File: config.mk
export PLATFORM = sky130hd
export DESIGN_NAME = pipe_hazard_ctrl_flat
export DESIGN_NICKNAME = d
export VERILOG_FILES = /design/src/rtl/pipe_hazard_ctrl_if.sv /design/src/rtl/pipe_hazard_ctrl.sv /design/src/flat_wrapper.sv
export SDC_FILE = /design/constraint.sdc
export NUM_CORES = 1
export LEC_CHECK = 0
export ABC_AREA = 1
export CAP_MARGIN = 40
export CELL_PAD_IN_SITES_DETAIL_PLACEMENT = 1
export CELL_PAD_IN_SITES_GLOBAL_PLACEMENT = 2
export CORE_UTILIZATION = 22
export CTS_CLUSTER_SIZE = 14
export DETAILED_ROUTE_END_ITERATION = 12
export PLACE_DENSITY_LB_ADDON = 0.25
export SYNTH_ARGS = -nofsm -noshare
export SYNTH_HDL_FRONTEND = slang
export SYNTH_SLANG_ARGS = --single-unit
File: constraint.sdc
create_clock -name clk -period 1.5 [get_ports clk]
set_input_delay 0.15 -clock clk [delete_from_list [all_inputs] [get_ports clk]]
set_output_delay 0.15 -clock clk [all_outputs]
set_load 0.02 [all_outputs]
File: src/rtl/pipe_hazard_ctrl_if.sv
// rtl/pipe_hazard_ctrl_if.sv - decode-side hazard bundle between pipeline and sequencing controller
//
// Purpose: groups the decode/execute hazard information flowing into the
// controller and the stage enables / status flowing back to the pipeline.
// Ports (as signals of the bundle):
//   dec_valid, dec_rA, dec_rB, dec_use_rA, dec_use_rB, dec_is_mul,
//   dec_branch_taken, exe_mem_rd, exe_reg_wr_add   : pipeline -> controller
//   pc_en, fd_en, fd_flush, de_bubble, ctrl_state,
//   stall_cycles                                   : controller -> pipeline
// master = pipeline side, slave = controller side.
interface pipe_hazard_ctrl_if #(
  parameter int CNT_W = 16
);
  logic             dec_valid;
  logic [4:0]       dec_rA;
  logic [4:0]       dec_rB;
  logic             dec_use_rA;
  logic             dec_use_rB;
  logic             dec_is_mul;
  logic             dec_branch_taken;
  logic             exe_mem_rd;
  logic [4:0]       exe_reg_wr_add;
  logic             pc_en;
  logic             fd_en;
  logic             fd_flush;
  logic             de_bubble;
  logic [1:0]       ctrl_state;
  logic [CNT_W-1:0] stall_cycles;

  modport master (
    output dec_valid, dec_rA, dec_rB, dec_use_rA, dec_use_rB, dec_is_mul,
           dec_branch_taken, exe_mem_rd, exe_reg_wr_add,
    input  pc_en, fd_en, fd_flush, de_bubble, ctrl_state, stall_cycles
  );

  modport slave (
    input  dec_valid, dec_rA, dec_rB, dec_use_rA, dec_use_rB, dec_is_mul,
           dec_branch_taken, exe_mem_rd, exe_reg_wr_add,
    output pc_en, fd_en, fd_flush, de_bubble, ctrl_state, stall_cycles
  );
endinterface

File: src/rtl/pipe_hazard_ctrl.sv
// rtl/pipe_hazard_ctrl.sv - PC/FD/DE sequencing for load-use, taken-branch squash and MUL occupancy
//
// Purpose: decides each cycle whether PC and the FD/DE registers advance,
// hold or are squashed, and counts cycles in which PC is held.
// Ports:
//   clk  : rising-edge clock
//   rst  : asynchronous active-high reset
//   hz   : pipe_hazard_ctrl_if.slave (decode/execute hazard info in,
//          stage enables, ctrl_state and stall_cycles out)
module pipe_hazard_ctrl #(
  parameter int MUL_LAT  = 3,
  parameter int BR_FLUSH = 1,
  parameter int CNT_W    = 16
) (
  input  logic               clk,
  input  logic               rst,
  pipe_hazard_ctrl_if.slave  hz
);

  typedef enum logic [1:0] {
    RUN     = 2'd0,
    MULWAIT = 2'd1,
    FLUSH   = 2'd2
  } state_t;

  localparam logic [3:0] MUL_CNT = 4'(MUL_LAT - 1);
  localparam logic [3:0] BR_CNT  = 4'(BR_FLUSH - 1);

  state_t           state, state_nx;
  logic [3:0]       cnt, cnt_nx;
  logic [CNT_W-1:0] stall_q;
  logic             ld_haz;
  logic             pc_en_c, fd_en_c, fd_flush_c, de_bubble_c;

  // Register 0 is hardwired, so a load targeting it never blocks decode.
  assign ld_haz = hz.dec_valid && hz.exe_mem_rd && (hz.exe_reg_wr_add != 5'd0) &&
                  ((hz.dec_use_rA && (hz.dec_rA == hz.exe_reg_wr_add)) ||
                   (hz.dec_use_rB && (hz.dec_rB == hz.exe_reg_wr_add)));

  always_ff @(posedge clk or posedge rst) begin
    if (rst) begin
      state <= RUN;
      cnt   <= 4'd0;
    end else begin
      state <= state_nx;
      cnt   <= cnt_nx;
    end
  end

  always_comb begin
    state_nx    = state;
    cnt_nx      = cnt;
    pc_en_c     = 1'b1;
    fd_en_c     = 1'b1;
    fd_flush_c  = 1'b0;
    de_bubble_c = 1'b0;
    case (state)
      RUN: begin
        // Load-use wins over a branch: the branch compare may depend on the
        // loaded value, so it is re-evaluated once the operand is forwarded.
        if (ld_haz) begin
          pc_en_c     = 1'b0;
          fd_en_c     = 1'b0;
          de_bubble_c = 1'b1;
        end else if (hz.dec_valid && hz.dec_branch_taken) begin
          fd_flush_c = 1'b1;
          if (BR_FLUSH > 1) begin
            state_nx = FLUSH;
            cnt_nx   = BR_CNT;
          end
        end else if (hz.dec_valid && hz.dec_is_mul) begin
          if (MUL_LAT > 1) begin
            state_nx = MULWAIT;
            cnt_nx   = MUL_CNT;
          end
        end
      end
      MULWAIT: begin
        pc_en_c     = 1'b0;
        fd_en_c     = 1'b0;
        de_bubble_c = 1'b1;
        if (cnt == 4'd1) begin
          state_nx = RUN;
          cnt_nx   = 4'd0;
        end else begin
          cnt_nx = cnt - 4'd1;
        end
      end
      FLUSH: begin
        fd_flush_c = 1'b1;
        if (cnt == 4'd1) begin
          state_nx = RUN;
          cnt_nx   = 4'd0;
        end else begin
          cnt_nx = cnt - 4'd1;
        end
      end
      default: begin
        state_nx = RUN;
        cnt_nx   = 4'd0;
      end
    endcase
  end

  // While reset is held the pipeline is frozen with bubbles and NOPs.
  assign hz.pc_en     = rst ? 1'b0 : pc_en_c;
  assign hz.fd_en     = rst ? 1'b0 : fd_en_c;
  assign hz.fd_flush  = rst ? 1'b1 : fd_flush_c;
  assign hz.de_bubble = rst ? 1'b1 : de_bubble_c;

  always_ff @(posedge clk or posedge rst) begin
    if (rst) begin
      stall_q <= '0;
    end else if (!pc_en_c && (stall_q != {CNT_W{1'b1}})) begin
      stall_q <= stall_q + 1'b1;
    end
  end

  assign hz.ctrl_state   = state;
  assign hz.stall_cycles = stall_q;

endmodule
File: src/flat_wrapper.sv
// flat-port wrapper written by rule: the top's interface ports become plain ports
module pipe_hazard_ctrl_flat 
#(
  parameter int MUL_LAT  = 3,
  parameter int BR_FLUSH = 1,
  parameter int CNT_W    = 16
)
  (clk, rst, hz_dec_valid, hz_dec_rA, hz_dec_rB, hz_dec_use_rA, hz_dec_use_rB, hz_dec_is_mul, hz_dec_branch_taken, hz_exe_mem_rd, hz_exe_reg_wr_add, hz_pc_en, hz_fd_en, hz_fd_flush, hz_de_bubble, hz_ctrl_state, hz_stall_cycles);
  pipe_hazard_ctrl_if #(.CNT_W(CNT_W)) hz_i ();
  input  logic clk;
  input  logic rst;
  input wire logic [$bits(hz_i.dec_valid)-1:0] hz_dec_valid;
  input wire logic [$bits(hz_i.dec_rA)-1:0] hz_dec_rA;
  input wire logic [$bits(hz_i.dec_rB)-1:0] hz_dec_rB;
  input wire logic [$bits(hz_i.dec_use_rA)-1:0] hz_dec_use_rA;
  input wire logic [$bits(hz_i.dec_use_rB)-1:0] hz_dec_use_rB;
  input wire logic [$bits(hz_i.dec_is_mul)-1:0] hz_dec_is_mul;
  input wire logic [$bits(hz_i.dec_branch_taken)-1:0] hz_dec_branch_taken;
  input wire logic [$bits(hz_i.exe_mem_rd)-1:0] hz_exe_mem_rd;
  input wire logic [$bits(hz_i.exe_reg_wr_add)-1:0] hz_exe_reg_wr_add;
  output wire logic [$bits(hz_i.pc_en)-1:0] hz_pc_en;
  output wire logic [$bits(hz_i.fd_en)-1:0] hz_fd_en;
  output wire logic [$bits(hz_i.fd_flush)-1:0] hz_fd_flush;
  output wire logic [$bits(hz_i.de_bubble)-1:0] hz_de_bubble;
  output wire logic [$bits(hz_i.ctrl_state)-1:0] hz_ctrl_state;
  output wire logic [$bits(hz_i.stall_cycles)-1:0] hz_stall_cycles;
  assign hz_i.dec_valid = hz_dec_valid;
  assign hz_i.dec_rA = hz_dec_rA;
  assign hz_i.dec_rB = hz_dec_rB;
  assign hz_i.dec_use_rA = hz_dec_use_rA;
  assign hz_i.dec_use_rB = hz_dec_use_rB;
  assign hz_i.dec_is_mul = hz_dec_is_mul;
  assign hz_i.dec_branch_taken = hz_dec_branch_taken;
  assign hz_i.exe_mem_rd = hz_exe_mem_rd;
  assign hz_i.exe_reg_wr_add = hz_exe_reg_wr_add;
  assign hz_pc_en = hz_i.pc_en;
  assign hz_fd_en = hz_i.fd_en;
  assign hz_fd_flush = hz_i.fd_flush;
  assign hz_de_bubble = hz_i.de_bubble;
  assign hz_ctrl_state = hz_i.ctrl_state;
  assign hz_stall_cycles = hz_i.stall_cycles;
  pipe_hazard_ctrl #(.MUL_LAT(MUL_LAT), .BR_FLUSH(BR_FLUSH), .CNT_W(CNT_W)) u_core (.clk(clk), .rst(rst), .hz(hz_i));
endmodule
==> results.cfg <==
[yosys]
synth_cell_types = 25
synth.top_cell.area_share = 0.346
synth_xor_area_frac = 0.0691
ys_seq_area_frac = 0.346
muxShareOfSynthArea = 0
synth-adder-area-share = 0.0247
yosys.area_share.simple = 0.444
ys_warn_count = 0
ys_seq_elements = 21
syn_nets = 256
synth_compound_area_frac = 0.00988
synth.top_cells.by_area = dfrtp_1, nand2_1, nand3_1
syn_area_per_cell_sq_um = 6.61
syn_inst = 230
synth_top_family_by_area = simple AND/OR/NAND/NOR gates
synth_top_area_cell = dfrtp_1
syn_area_sq_mm = 0.00152

[pwr]
ir_drop_uv = 494
p_per_area_mw_per_mm2 = 1060
total_power_w = 0.00264
leakagePower_nw = 1.43

[grt]
grt_use_total = 0.138
grt_antenna_before_repair = 0
globalRoute.totalOverflow = 0
grt_pass1_vias = 1712
grt_first_pass_wirelength_mm = 7.94
grt_max_degree = 22

[finish]
antenna-diode-count = 0
final_cell_mix = nand2_1, buf_4, inv_1
nFillCells = 815
final_common_cell = nand2_1
final_nets = 333
fin_area_sq_mm = 0.00249
drive_gt1_frac = 0.314
synthToLayoutAreaGrowth_pct = 64.1

[floorplan]
core_area_sq_mm = 0.00649
start_util = 0.234
die_w_um = 85.1
core.rowCount = 29
die_h_um = 85.1
ios = 45
fp.dieArea_sq_mm = 0.00725

[worst_setup_path]
setup.worst_path.class = reg2reg
endpoint = u_core.hz.stall_cycles[3]
critical_path_required_ns = 1.66
crit_path_start = u_core.hz.stall_cycles[4]
endpoint_kind = register
worstRegToRegCells = 8
r2r-start = u_core.hz.stall_cycles[4]
max_stage_delay_ns = 0.40
r2r_slack_ns = 0.05
r2r-end = u_core.hz.stall_cycles[3]
critPathArrivalTime_ns = 1.61
critPathMaxFanout = 7
start_kind = register
crit_chain = nand2_4, nor2_4, nand3_4, nor2_4, nand4_4, buf_12, nand3_4, nand2_2
critPathSlowestCell = dfrtp_2

[placed_design]
io_buffers = 43
place_area_sq_mm = 0.00230
globalplace.congestion = 0.754
dp_hpwl_mm = 3.65

[clock_network]
clockBufferDepth = 2
cts.clk_slew.worst_paths_ns = 0.09
cts_hold_buf = 0
ctsHtreeMaxLevel = 1
cts_sinks = 21
cts_root_buf = clkbuf_8
numCtsBuffers = 3
clkLatencyLatePin_ns = 0.26
cts_tree = built

[routing]
drt_iter0_markers = 28
vias = 1661
wl_per_cell_um = 12.0
first_pass_iters = 3
final_antenna_net_count = 0
post_drt_via_cell_ratio = 4.34
drc = 0
wl_mm = 4.60

[timing]
hold_violations = 0
fin_skew_ns = 0.00581
fin_hold_ws_ns = 0.299
finalSetupViolCount = 0
rsz0062_at_grt = true
maxSlewViolCount = 0
fmax_mhz = 689
fin_crit_sh = 0.967
fin_crit_ns = 1.45

[worst_hold_path]
hold_path.class = in2async

[run]
max_cap_violations = 0

[status]
status = finished, final reports clean
==> synthesized netlist by cell type <==
| cell type | instances |
|---|---|
| nand4_4 | 1 |
| a21oi_1 | 1 |
| nor2_4 | 1 |
| buf_6 | 1 |
| nor2_2 | 1 |
| buf_2 | 3 |
| ha_1 | 3 |
| nand3_1 | 30 |
| and3_1 | 2 |
| nand3_2 | 1 |
| xnor2_1 | 5 |
| inv_1 | 29 |
| or2_2 | 1 |
| o21ai_0 | 2 |
| clkbuf_1 | 1 |
| inv_2 | 1 |
| nand4_1 | 5 |
| conb_1 | 1 |
| dfrtp_1 | 21 |
| nor3_1 | 2 |
| nand2_1 | 90 |
| xor2_1 | 7 |
| nor2_1 | 18 |
| buf_4 | 2 |
| nand2_4 | 1 |
==> how the worst min path moves through the flow <==
stage | from | end | slack [ns] | depth (start not counted)
floorplan | rst | u_core.cnt[0] | 0.13 | 1
global placement | u_core.cnt[1] | u_core.cnt[1] | 0.53 | 2
detailed placement | u_core.cnt[1] | u_core.cnt[1] | 0.54 | 2
CTS | rst | u_core.hz.stall_cycles[15] | 0.31 | 3
global route | rst | u_core.hz.stall_cycles[15] | 0.34 | 3
finish | rst | u_core.hz.stall_cycles[10] | 0.30 | 3
==> area by class of cell <==
class | count | area, sq um | share of cell area
multi-input combinational | 172 | 1010 | 0.406
inverter | 30 | 113 | 0.0451
tap | 77 | 96.3 | 0.0386
timing repair buffer | 79 | 694 | 0.278
clock buffer | 4 | 45.0 | 0.0181
sequential | 21 | 534 | 0.214
==> worst max-delay path, delay by kind of cell (launching register included) <==
kind,cells,cell delay [ns]
DFF,1,0.40
buffers and inverters,1,0.23
and+or+nand+nor,7,0.72
==> power breakdown <==
| part | leakage (nW) | internal (W) | switching, W |
|---|---|---|---|
| clock | 0.0228 | 0.000189 | 0.000198 |
| sequential | 0.269 | 0.000697 | 0.000130 |
| combinational | 1.14 | 0.000632 | 0.000794 |
| total | 1.43 | 0.00152 | 0.00112 |
==> through the flow <==
| stage | setup TNS (ns) | utilization | setup WS [ns] | cells |
|---|---|---|---|---|
| 2_1_floorplan | 0 | - | 0.0137 | 230 |
| 3_3_place_gp | -12.93 | 0.354 | -0.707 | 377 |
| 3_5_place_dp | -13.16 | 0.354 | -0.707 | 377 |
| 4_1_cts | 0 | 0.359 | 0.000549 | 382 |
| 5_1_grt | -0.607 | 0.384 | -0.0599 | 383 |
| 6_report | 0 | 0.384 | 0.0489 | 383 |
==> timing repair <==
action	in CTS	in global routing
pin swaps	12	26
hold endpoints to repair	0	0
setup buffers	1	1
setup endpoints to repair	34	25
gates resized for setup	57	56
==> flip-flops by register name, indices dropped and copies added, names as in the netlist <==
register                cells
u_core.hz.stall_cycles     16
u_core.cnt                  4
u_core.hz.ctrl_state        1
==> metal layers <==
metal,wire length [um],track usage,vias to the layer above
li1,-,-,863
met1,2270,0.189,774
met2,2200,0.232,22
met3,115,0.0204,2
met4,24,0.0231,0
met5,0,0,-
==> kinds of logic after synthesis <==
family / count (synthesis)
other: 1
AO/OA/AOI/OAI: 3
buffers and inverters: 37
AND/OR/NAND/NOR: 153
XOR/XNOR: 12
flip-flops: 21
adder cells (fa/ha/maj): 3
No activity file was read; power rests on OpenSTA's default activity.
